[config.mk]
export PLATFORM = sky130hd
export DESIGN_NAME = led_chain_sched
export DESIGN_NICKNAME = d
export VERILOG_FILES = /design/src/rtl/led_chain_sched.sv
export SDC_FILE = /design/constraint.sdc
export NUM_CORES = 1
export LEC_CHECK = 0
export CAP_MARGIN = 25
export CORE_MARGIN = 3
export CORE_UTILIZATION = 30
export DETAILED_ROUTE_END_ITERATION = 12
export SLEW_MARGIN = 20
export SYNTH_ARGS = -nofsm -noshare
export SYNTH_HDL_FRONTEND = slang
export SYNTH_SLANG_ARGS = --single-unit
[constraint.sdc]
create_clock -name clk -period 6.8 [get_ports clk]
set_input_delay 0.68 -clock clk [delete_from_list [all_inputs] [get_ports clk]]
set_output_delay 0.68 -clock clk [all_outputs]
set_load 0.05 [all_outputs]
[src/rtl/led_chain_sched.sv]
// Two-requester round-robin scheduler driving the serial LED chain: clear, 16 bits MSB-first, enable; optional idle replay.
// Latency: grant edge k -> done pulse at cycle k+33*DIV+1; requests are held off (no grant) while a frame is in flight.
module led_chain_sched #(
    parameter int DIV     = 4,
    parameter int REFRESH = 1048576
) (
    input  logic        clk,
    input  logic        rst,
    input  logic        req_a,
    input  logic [15:0] data_a,
    input  logic        req_b,
    input  logic [15:0] data_b,
    input  logic        auto_en,
    output logic        grant_a,
    output logic        grant_b,
    output logic        busy,
    output logic        done,
    output logic        LED_CLK,
    output logic        LED_CLR,
    output logic        LED_DO,
    output logic        LED_EN
);

    localparam int CW = (DIV > 1) ? $clog2(2 * DIV) : 1;
    localparam int RW = $clog2(REFRESH);

    localparam logic [CW-1:0] CLR_LAST   = CW'(DIV - 1);
    localparam logic [CW-1:0] SHIFT_LAST = CW'(2 * DIV - 1);
    localparam logic [CW-1:0] HALF       = CW'(DIV);
    localparam logic [RW-1:0] REF_LAST   = RW'(REFRESH - 1);

    typedef enum logic [1:0] {
        S_IDLE,
        S_CLR,
        S_SHIFT,
        S_DONE
    } state_t;

    state_t        r_state;
    logic [CW-1:0] r_cnt;
    logic [3:0]    r_idx;
    logic [15:0]   r_frame;
    logic          r_ptr_b;
    logic [RW-1:0] r_ref;

    logic r_grant_a;
    logic r_grant_b;
    logic r_busy;
    logic r_done;
    logic r_led_clk;
    logic r_led_clr;
    logic r_led_do;
    logic r_led_en;

    state_t        w_state_nxt;
    logic [CW-1:0] w_cnt_nxt;
    logic [3:0]    w_idx_nxt;
    logic [15:0]   w_frame_nxt;
    logic          w_ptr_nxt;
    logic [RW-1:0] w_ref_nxt;
    logic          w_pick_b;
    logic          w_gnt_a;
    logic          w_gnt_b;
    logic          w_clk_nxt;
    logic          w_do_nxt;
    logic          w_clr_nxt;
    logic          w_en_nxt;

    always_comb begin
        w_state_nxt = r_state;
        w_cnt_nxt   = r_cnt;
        w_idx_nxt   = r_idx;
        w_frame_nxt = r_frame;
        w_ptr_nxt   = r_ptr_b;
        w_ref_nxt   = auto_en ? r_ref : '0;
        w_gnt_a     = 1'b0;
        w_gnt_b     = 1'b0;
        // B wins only when it is alone or the pointer favours it.
        w_pick_b    = req_b && (!req_a || r_ptr_b);

        case (r_state)
            S_IDLE: begin
                if (req_a || req_b) begin
                    w_gnt_a     = !w_pick_b;
                    w_gnt_b     = w_pick_b;
                    w_frame_nxt = w_pick_b ? data_b : data_a;
                    w_ptr_nxt   = !w_pick_b;
                    w_state_nxt = S_CLR;
                    w_cnt_nxt   = '0;
                    w_ref_nxt   = '0;
                end else if (auto_en && (r_ref == REF_LAST)) begin
                    w_state_nxt = S_CLR;
                    w_cnt_nxt   = '0;
                    w_ref_nxt   = '0;
                end else if (auto_en) begin
                    w_ref_nxt = r_ref + 1'b1;
                end
            end
            S_CLR: begin
                if (r_cnt == CLR_LAST) begin
                    w_state_nxt = S_SHIFT;
                    w_cnt_nxt   = '0;
                    w_idx_nxt   = 4'd15;
                end else begin
                    w_cnt_nxt = r_cnt + 1'b1;
                end
            end
            S_SHIFT: begin
                if (r_cnt == SHIFT_LAST) begin
                    w_cnt_nxt = '0;
                    if (r_idx == 4'd0) begin
                        w_state_nxt = S_DONE;
                    end else begin
                        w_idx_nxt = r_idx - 4'd1;
                    end
                end else begin
                    w_cnt_nxt = r_cnt + 1'b1;
                end
            end
            S_DONE: begin
                w_state_nxt = S_IDLE;
            end
            default: begin
                w_state_nxt = S_IDLE;
            end
        endcase

        // Pin values are derived from the next state so they register alongside it.
        w_clk_nxt = (w_state_nxt == S_SHIFT) && (w_cnt_nxt >= HALF);
        w_do_nxt  = (w_state_nxt == S_SHIFT) && w_frame_nxt[w_idx_nxt];
        w_clr_nxt = (w_state_nxt != S_CLR);
        w_en_nxt  = r_led_en;
        if (w_state_nxt == S_DONE) begin
            w_en_nxt = 1'b1;
        end else if (w_state_nxt == S_CLR) begin
            w_en_nxt = 1'b0;
        end
    end

    always_ff @(posedge clk or negedge rst) begin
        if (!rst) begin
            r_state   <= S_IDLE;
            r_cnt     <= '0;
            r_idx     <= 4'd0;
            r_frame   <= 16'h0000;
            r_ptr_b   <= 1'b0;
            r_ref     <= '0;
            r_grant_a <= 1'b0;
            r_grant_b <= 1'b0;
            r_busy    <= 1'b0;
            r_done    <= 1'b0;
            r_led_clk <= 1'b0;
            r_led_clr <= 1'b1;
            r_led_do  <= 1'b0;
            r_led_en  <= 1'b0;
        end else begin
            r_state   <= w_state_nxt;
            r_cnt     <= w_cnt_nxt;
            r_idx     <= w_idx_nxt;
            r_frame   <= w_frame_nxt;
            r_ptr_b   <= w_ptr_nxt;
            r_ref     <= w_ref_nxt;
            r_grant_a <= w_gnt_a;
            r_grant_b <= w_gnt_b;
            r_busy    <= (w_state_nxt != S_IDLE);
            r_done    <= (w_state_nxt == S_DONE);
            r_led_clk <= w_clk_nxt;
            r_led_clr <= w_clr_nxt;
            r_led_do  <= w_do_nxt;
            r_led_en  <= w_en_nxt;
        end
    end

    assign grant_a = r_grant_a;
    assign grant_b = r_grant_b;
    assign busy    = r_busy;
    assign done    = r_done;
    assign LED_CLK = r_led_clk;
    assign LED_CLR = r_led_clr;
    assign LED_DO  = r_led_do;
    assign LED_EN  = r_led_en;

endmodule

==> flow_summary_export.csv, run 1 <==
group,metric,value,unit
run_status,status,"finished clean",
clock_tree,insertion_delay,0.31,ns
timing,max_freq,0.336,GHz
worst_setup_path,crit_type,"reg2reg",
synth,synth.cell_area,0.00285,sq mm
grt,grtUsageTotal,0.129,
synth,async_flop_share,1.00,
clock_tree,clkTransAtPathRegs,0.10,ns
synth,synthFlopType,"dfrtp_1",
job,maxCapViolCount,0,
timing,finalMaxSlewViolations,0,
worst_setup_path,cp_num_buf_inv,1,
worst_hold_path,hold_class,"in2async",
clock_tree,h-tree-depth,2,
grt,antenna_found_initial,0,
clock_tree,cts_hold_buf,0,
final_layout,multi_input_area,0.00134,sq mm
final_layout,drive_above_1_share,0.0671,
clock_tree,cts.sinks,54,
clock_tree,cts_setup_buffers,0,
timing,min_period,2.98,ns
worst_setup_path,endpoint_kind,"flip-flop",
timing,hold_viol_final,0,
worst_setup_path,path_cells,"inv_1, ha_1, a21oi_1, o22ai_1, a311oi_2, nand2_1, o211a_1, a2111oi_0, nor4_1",
floorplan,die_w,103,microns
routing,via_count,2378,
clock_tree,cts_tree,"yes",
grt,grt.overflow.total,0,
floorplan,initial_core_util,0.317,
synth,yosysWarningCount,0,
pwr,power.leakage,1.59,nW
clock_tree,clockBufferDepth,2,
final_layout,instances_no_fill,469,
timing,fin_tns_setup,0,ns
synth,synth_top_area_share,0.466,
timing,relSlewSlack,0.309,
synth,syn_inst,300,
final_layout,diodes,0,
floorplan,ios,45,
worst_setup_path,reg2reg_slack,3.82,ns
grt,grt_max_degree,55,
floorplan,num_rows,34,
placed_design,portBuffers,44,
placed_design,globalplace.congestion,0.812,
worst_setup_path,cp.arrival,3.16,ns
worst_setup_path,cpLargestDelayFamily,"compound AO/OA/AOI/OAI gates",
timing,setup_viol,0,
timing,tightest_slew,1.04,ns
final_layout,fin_nets,389,
clock_tree,cts_buffers,5,
worst_setup_path,cp_slowest_cell,"a311oi_2",
routing,wire_per_inst,13.8,microns
routing,drc,0,
worst_setup_path,startpoint_type,"flip-flop",
final_layout,utilization,0.392,
synth,yosysSeqAreaShare,0.475,
placed_design,dp_cells,461,
routing,drt_iter0_drc,168,
pwr,peakVddDrop,0.0737,mV
routing,postRouteAntennaNets,0,
synth,synth_edf_count,0,
routing,routed_wl,6460,microns
worst_setup_path,cp.required,6.98,ns
floorplan,die-area,0.0107,sq mm
synth,ys_top_cells_by_area,"dfrtp_1 47%, nand2_1 5.9%, o21ai_0 5.8%",
pwr,power_density,165,mW/mm^2
placed_design,place_hpwl,4640,microns
timing,rsz0062_at_grt,"no",
grt,grt_pass1_wl,11100,microns
synth,ys_seq_elements,54,
synth,yosysUniqueCellTypes,51,
clock_tree,root_buffer,"clkbuf_8",
routing,first_pass_iters,7,
worst_setup_path,cp_max_fo,10,
timing,final.period_utilization,0.438,
grt,grt_pass1_vias,2355,
worst_setup_path,critPathMaxStageDelay,0.83,ns
final_layout,num-fill-cells,905,
synth,syn_nets,347,
final_layout,syn_to_final_growth,23.7,%
floorplan,fp.dieH,103,microns
routing,vias_per_cell,5.07,
final_layout,register_area,0.00135,sq mm
synth,synth_top_cell_by_area,"dfrtp_1",
synth,syn_avg_cell_area,9.49,sq um
floorplan,core_area,0.00898,sq mm
clock_tree,cts.repair.resized,0,
timing,fin_skew,0.00984,ns
[cell families (layout without fill, tap and decap cells)]
logic type                 count (synthesis)  after routing  synth area share
AOI/OAI and AO/OA                         85             85             0.210
xor gates and xnor gates                   2              2           0.00615
adders and majority gates                 10             10            0.0439
buffers and inverters                     40             83            0.0580
DFF                                       54             54             0.475
muxes                                     11             11            0.0395
and+or+nand+nor                           98             98             0.167
[flip-flops by register name, indices dropped and copies added (netlist names), named ones only]
register  count
LED_EN        1
LED_CLK       1
LED_CLR       1
r_ref        20
r_state       2
grant_b       1
grant_a       1
r_frame      16
r_cnt         1
r_ptr_b       1
LED_DO        1
done          1
r_idx         4
busy          1
[through the flow]
stage / hold WS, ns / setup WS, ns / total power, W / instance area [sq um]
floorplan: 0.384 / 4.59 / 0.000330 / 2850
global placement: 0.458 / 3.73 / 0.000360 / 3400
detailed placement: 0.467 / 3.58 / 0.000360 / 3400
CTS: 0.487 / 3.80 / 0.000587 / 3520
global route: 0.508 / 3.67 / 0.000600 / 3520
finish: 0.478 / 3.82 / 0.000580 / 3520
[where the power goes]
group          switching (W)  leakage [nW]  internal [W]
clock network       0.000106        0.0585      0.000120
registers                  0         0.731      0.000321
logic              0.0000133         0.800     0.0000190
[cell usage after synthesis, drive strengths merged, types with 2 or more instances]
master  number
nor2        15
a21oi        9
a222oi      16
nor4b        2
o31ai        6
nand2       45
nand4        3
xor2         2
nand3        8
mux2         2
nor3         4
nor2b        4
nand2b       4
mux2i        9
nor3b        2
o21a         2
nor4         2
o21ai       34
ha          10
a31oi        3
o41ai        2
and3         2
a22o         3
a311oi       2
buf          9
dfrtp       53
and2         4
inv         30
[final cells by class]
class                      instances  area share
sequential                        54       0.384
timing repair buffer              45       0.126
clock buffer                       7      0.0245
multi-input combinational        206       0.380
tap                              126      0.0448
inverter                          30      0.0320
clock inverter                     1     0.00853
[final timing paths]
check                      startpoint          to  cells past startpoint
min in group clk            flip-flop   flip-flop                      2
max in group asynchronous         rst  r_frame[4]                      2
setup / recovery           r_state[0]      LED_DO                      9
hold / removal                    rst    r_ref[9]                      2
setup reg to reg           r_state[0]      LED_DO                      9
hold reg to reg             flip-flop   flip-flop                      2
[layer usage]
| metal | share of wire | GRT usage |
|---|---|---|
| met1 | 0.47 | 0.181 |
| met2 | 0.47 | 0.206 |
| met3 | 0.046 | 0.0208 |
| met4 | 0.013 | 0.0388 |
| met5 | 0 | 0 |
[worst reg2reg max path, cell delays in order (launching register included)]
cell and delay [ns]:
dfrtp_1 0.42, inv_1 0.12, ha_1 0.41, a21oi_1 0.18
o22ai_1 0.10, a311oi_2 0.83, nand2_1 0.13, o211a_1 0.16
a2111oi_0 0.43, nor4_1 0.10
[layout by cell type, fill, tap and decap left out, drive strengths merged, types with 4 or more instances in the layout]
| master | n |
|---|---|
| clkbuf | 7 |
| ha | 10 |
| mux2i | 9 |
| nand2 | 45 |
| a21oi | 9 |
| o21ai | 34 |
| nor2b | 4 |
| clkdlybuf4s50 | 43 |
| nor3 | 4 |
| a222oi | 16 |
| and2 | 4 |
| dfrtp | 53 |
| nand3 | 8 |
| nor2 | 15 |
| nand2b | 4 |
| o31ai | 6 |
| inv | 30 |
Power figures use the tool's default switching activity.
==> run 2: changes to the inputs <==
==> constraint.sdc (replaced) <==
create_clock -name clk -period 2.5 [get_ports clk]
set_input_delay 0.25 -clock clk [delete_from_list [all_inputs] [get_ports clk]]
set_output_delay 0.25 -clock clk [all_outputs]
set_load 0.05 [all_outputs]
==> flow_summary_export.csv, run 2 (synthesized netlist as in run 1, its figures left out) <==
group,metric,value,unit
worst_setup_path,path_cells,"ha_4, ha_1, nor4b_2, a311oi_2, buf_6, mux2i_1, mux2i_1, o2bb2ai_1, nor4_1",
clock_tree,cts_hold_buf,0,
clock_tree,h-tree-depth,2,
worst_setup_path,cp_max_fo,5,
worst_setup_path,r2r_cells,9,
job,maxCapViolCount,0,
routing,drt_iter0_drc,196,
worst_setup_path,crit_type,"reg2reg",
placed_design,dp_cells,478,
final_layout,fin_nets,409,
clock_tree,root_buffer,"clkbuf_8",
floorplan,ios,45,
clock_tree,cts_tree,"yes",
placed_design,globalplace.congestion,0.766,
worst_setup_path,cp.required,2.71,ns
routing,first_pass_iters,6,
worst_setup_path,cpLargestDelayFamily,"adder cells",
timing,fin_skew,0.00440,ns
timing,final.period_utilization,0.958,
worst_setup_path,startpoint_type,"flip-flop",
grt,grt_max_degree,55,
floorplan,num_rows,34,
floorplan,die-area,0.0107,sq mm
timing,relSlewSlack,0.525,
worst_setup_path,endpoint_kind,"flip-flop",
pwr,peakVddDrop,0.215,mV
timing,tightest_slew,0.711,ns
timing,min_period,2.40,ns
timing,worst_slack,0.105,ns
routing,drc,0,
final_layout,diodes,0,
routing,vias_per_cell,5.03,
timing,max_freq,0.418,GHz
worst_setup_path,cpMostUsedCell,"mux2i_1",
clock_tree,cts.sinks,54,
final_layout,syn_to_final_growth,30.0,%
worst_setup_path,critPathMaxStageDelay,0.43,ns
worst_setup_path,cp_num_cells,9,
grt,grt_pass1_wl,11400,microns
timing,finalMaxSlewViolations,0,
grt,grt_pass1_vias,2412,
final_layout,multi_input_area,0.00140,sq mm
placed_design,portBuffers,44,
final_layout,top_register,"r_ref",
clock_tree,insertion_delay,0.30,ns
pwr,power_density,391,mW/mm^2
worst_setup_path,cp_num_buf_inv,1,
clock_tree,clkTransAtPathRegs,0.10,ns
grt,grtUsageTotal,0.132,
final_layout,num-fill-cells,874,
routing,wire_per_inst,13.9,microns
final_layout,register_area,0.00135,sq mm
clock_tree,clockBufferDepth,2,
grt,antenna_found_initial,0,
clock_tree,cts_buffers,5,
placed_design,place_hpwl,4850,microns
placed_design,pre_cts_ws,0.0471,ns
worst_setup_path,cp_slowest_cell,"dfrtp_1",
routing,via_count,2458,
floorplan,core_area,0.00898,sq mm
final_layout,layout_common_cells,"53 x dfrtp_1, 45 x nand2_1, 43 x clkdlybuf4s50_1",
final_layout,top_regs,"r_ref (20), r_frame (16), r_idx (4)",
final_layout,largest_reg_flops,20,
routing,postRouteAntennaNets,0,
timing,hold_viol_final,0,
timing,setup_viol,0,
pwr,power.leakage,1.68,nW
grt,grt.overflow.total,0,
timing,holdWs,0.0542,ns
run_status,status,"finished clean",
worst_setup_path,cp.arrival,2.61,ns
floorplan,initial_core_util,0.317,
worst_hold_path,hold_class,"in2async",
floorplan,fp.dieH,103,microns
final_layout,instances_no_fill,489,
final_layout,drive_above_1_share,0.138,
final_layout,mostFrequentLayoutCell,"dfrtp_1",
floorplan,die_w,103,microns
routing,routed_wl,6810,microns
-- run 2: cell count changes in the layout (fill, tap and decap cells not counted), sizes merged --
cell | previous run | this run
buf | 2 | 22
clkinv | 0 | 2
bufinv | 1 | 0
clkbuf | 7 | 6
-- run 2: routing by layer --
| layer | vias to the layer above | wire, microns | GRT usage |
|---|---|---|---|
| li1 | 1202 | - | - |
| met1 | 1202 | 3260 | 0.188 |
| met2 | 49 | 3250 | 0.211 |
| met3 | 5 | 220 | 0.0195 |
| met4 | 0 | 68 | 0.0349 |
| met5 | - | 0 | 0 |
-- run 2: per-stage QoR --
stage	utilization	power [W]	setup TNS (ns)	instance area, sq um
after floorplan	-	0.000898	0	2850
after global placement	0.393	0.000979	0	3530
after detailed placement	0.393	0.000979	0	3530
after CTS	0.403	0.00147	0	3620
after global routing	0.412	0.00152	-0.0660	3700
final	0.412	0.00145	0	3700
-- run 2: path summary, 6_finish.rpt --
path / from / to / slack (ns)
max in group asynchronous: rst / r_ref[12] / 1.96
worst min-delay path: rst / r_ref[11] / 0.05
worst max-delay path: flip-flop / LED_DO / 0.10
worst min register to register: r_ref[18] / r_ref[18] / 0.49
min in group clk: r_ref[18] / r_ref[18] / 0.49
worst max register to register: flip-flop / LED_DO / 0.10
-- run 2: final cells by class --
cell class,count,area share
Multi-Input combinational cell,206,0.377
Sequential cell,54,0.365
Timing Repair Buffer,65,0.161
Tap cell,126,0.0426
Inverter,30,0.0304
Clock buffer,6,0.0196
Clock inverter,2,0.00372
-- run 2: power breakdown --
part | internal [W] | switching (W)
Combinational | 0.0000516 | 0.0000355
Sequential | 0.000873 | 0
Clock | 0.000199 | 0.000290
Total | 0.00112 | 0.000326
-- run 2: what timing repair did --
action,4_1_cts,5_1_grt
endpoints found under the hold margin,0,0
gates resized for setup,0,15
setup buffers,0,2
setup endpoints to repair,0,2
-- run 2: worst reg2reg max path, cell delays in order, from the launching register on --
cell,delay [ns]
dfrtp_1,0.43
ha_4,0.20
ha_1,0.26
nor4b_2,0.19
a311oi_2,0.28
buf_6,0.18
mux2i_1,0.24
mux2i_1,0.13
o2bb2ai_1,0.14
nor4_1,0.25
==> run 3: changes to the inputs <==
--- a/config.mk
+++ b/config.mk
@@ -9,7 +9,7 @@
 export CORE_MARGIN = 3
 export CORE_UTILIZATION = 30
 export DETAILED_ROUTE_END_ITERATION = 12
-export SLEW_MARGIN = 20
+export SLEW_MARGIN = 10
 export SYNTH_ARGS = -nofsm -noshare
 export SYNTH_HDL_FRONTEND = slang
 export SYNTH_SLANG_ARGS = --single-unit
==> constraint.sdc (replaced) <==
create_clock -name clk -period 2.3 [get_ports clk]
set_input_delay 0.23 -clock clk [delete_from_list [all_inputs] [get_ports clk]]
set_output_delay 0.23 -clock clk [all_outputs]
set_load 0.05 [all_outputs]
==> flow_summary_export.csv, run 3 (synthesized netlist as in run 1, its figures left out) <==
group,metric,value,unit
run_status,status,"complete, but fails checks",
run_status,violations,"negative setup slack",
final_layout,num-fill-cells,879,
placed_design,portBuffers,44,
worst_setup_path,endpoint_kind,"flip-flop",
timing,worst_slack,-0.0626,ns
pwr,combPwrFrac,0.063,
worst_setup_path,cp_num_buf_inv,2,
worst_setup_path,startpoint_type,"flip-flop",
timing,tightest_slew,0.498,ns
pwr,power.share.clock,0.333,
pwr,power_switching,0.000345,W
pwr,switching_share,0.220,
final_layout,layout_common_cells,"53 x dfrtp_1, 45 x nand2_1, 43 x clkdlybuf4s50_1",
clock_tree,cts_tree,"yes",
placed_design,place_hpwl,5090,microns
clock_tree,cts_buffers,5,
worst_setup_path,cp_max_fo,5,
pwr,power_density,400,mW/mm^2
final_layout,drive_above_1_share,0.196,
timing,fin_skew,0.00787,ns
placed_design,dpl_cell_area,0.00369,sq mm
clock_tree,cts.sinks,54,
final_layout,syn_to_final_growth,37.7,%
worst_setup_path,cp_slowest_cell,"dfrtp_1",
clock_tree,h-tree-depth,2,
worst_setup_path,cp.required,2.48,ns
worst_setup_path,reg2reg_slack,-0.06,ns
pwr,power.leakage,1.78,nW
timing,setup_viol,1,
worst_setup_path,crit_type,"reg2reg",
floorplan,initial_core_util,0.317,
clock_tree,insertion_delay,0.30,ns
pwr,seq_power_share,0.604,
worst_hold_path,hold_class,"in2async",
final_layout,largest_reg_flops,20,
final_layout,top_regs,"r_ref (20), r_frame (16), r_idx (4)",
placed_design,globalplace.congestion,0.793,
worst_setup_path,cpLargestDelayFamily,"compound AO/OA/AOI/OAI gates",
routing,vias_per_cell,4.89,
routing,first_pass_iters,5,
routing,postRouteAntennaNets,0,
worst_setup_path,cp.arrival,2.54,ns
floorplan,fp.dieH,103,microns
routing,drt_iter0_drc,227,
grt,antenna_found_initial,0,
routing,routed_wl,6940,microns
timing,min_period,2.36,ns
grt,grtUsageTotal,0.130,
worst_setup_path,critPathMaxStageDelay,0.42,ns
worst_setup_path,r2r_cells,11,
timing,max_freq,0.423,GHz
routing,drc,0,
clock_tree,clockBufferDepth,2,
floorplan,ios,45,
grt,grt_max_degree,21,
worst_setup_path,path_cells,"ha_4, ha_4, a21oi_2, o22ai_2, a311oi_4, buf_6, buf_4, mux2i_1, mux2_2, nor3b_1, nor4_1",
final_layout,design_area,0.00392,sq mm
worst_setup_path,cpMostUsedCell,"ha_4",
pwr,peakVddDrop,0.227,mV
clock_tree,clkTransAtPathRegs,0.10,ns
routing,via_count,2487,
timing,finalMaxSlewViolations,0,
grt,grt.overflow.total,0,
timing,final.period_utilization,1.03,
floorplan,num_rows,34,
floorplan,die_w,103,microns
floorplan,die-area,0.0107,sq mm
timing,relSlewSlack,0.667,
pwr,internal_power,0.00122,W
timing,hold_viol_final,0,
worst_setup_path,cp_num_cells,11,
grt,grt_pass1_wl,11200,microns
timing,rsz0062_at_grt,"yes",
final_layout,top_register,"r_ref",
grt,grt_pass1_vias,2456,
final_layout,diodes,0,
final_layout,mostFrequentLayoutCell,"dfrtp_1",
final_layout,fin_nets,429,
floorplan,core_area,0.00898,sq mm
job,maxCapViolCount,0,
clock_tree,root_buffer,"clkbuf_8",
pwr,power.total,0.00157,W
routing,wire_per_inst,13.6,microns
## run 3: cell count changes in the layout (fill, tap and decap cells not counted), sizes merged
| cell | previous run | this run |
|---|---|---|
| clkbuf | 6 | 7 |
| clkinvlp | 0 | 1 |
| buf | 22 | 41 |
| dlygate4sd3 | 0 | 1 |
| clkinv | 2 | 0 |
## run 3: worst paths after layout
check,end,from
max,LED_DO,flip-flop
min,r_frame[10],rst
max reg2reg,LED_DO,flip-flop
min reg2reg,r_ref[19],r_ref[19]
max in group asynchronous,LED_CLR,rst
min in group clk,r_ref[19],r_ref[19]
## run 3: stage by stage
stage	utilization	setup slack, ns	instances	setup TNS [ns]	hold WS, ns
6_report	0.437	-0.0626	509	-0.0626	0.398
5_1_grt	0.437	-0.170	509	-0.186	0.430
4_1_cts	0.423	0.00550	504	0	0.411
3_5_place_dp	0.412	-0.0480	495	-0.0480	0.204
3_3_place_gp	0.412	-0.0128	495	-0.0128	0.195
2_1_floorplan	-	0.0910	300	0	-0.0656
## run 3: routing by layer
layer / vias to the layer above / share of wire / GRT usage
met5: - / 0 / 0
met4: 0 / 0.014 / 0.0388
met3: 8 / 0.033 / 0.0161
met2: 45 / 0.47 / 0.210
met1: 1183 / 0.48 / 0.181
li1: 1251 / - / -
## run 3: power by group through the flow
stage | sequential [W] | clock, W | combinational, W
after floorplan | 0.000968 | 0 | 0.00000847
after global placement | 0.000967 | 0 | 0.0000989
after detailed placement | 0.000967 | 0 | 0.0000994
after CTS | 0.000949 | 0.000543 | 0.000101
after global routing | 0.000949 | 0.000588 | 0.000109
final | 0.000949 | 0.000523 | 0.0000984
## run 3: worst reg2reg max path: stages (launching register included)
cell	delay, ns
dfrtp_1	0.42
ha_4	0.19
ha_4	0.16
a21oi_2	0.15
o22ai_2	0.10
a311oi_4	0.33
buf_6	0.18
buf_4	0.11
mux2i_1	0.06
mux2_2	0.28
nor3b_1	0.19
nor4_1	0.06
## run 3: final cells by class
type,instances,area (sq um),share of cell area
timing repair buffer,85,787,0.201
tap,126,158,0.0402
clock buffer,7,76.3,0.0195
multi-input combinational,206,1430,0.364
sequential,54,1350,0.345
inverter,30,113,0.0287
clock inverter,1,7.51,0.00191
## run 3: what timing repair did
action | CTS | global route
hold buffers | 1 | 0
gates resized for setup | 4 | 19
pin swaps | 0 | 6
endpoints found under the setup margin | 1 | 4
cloned | 0 | 1
setup buffers | 0 | 4
hold endpoints to repair | 18 | 0
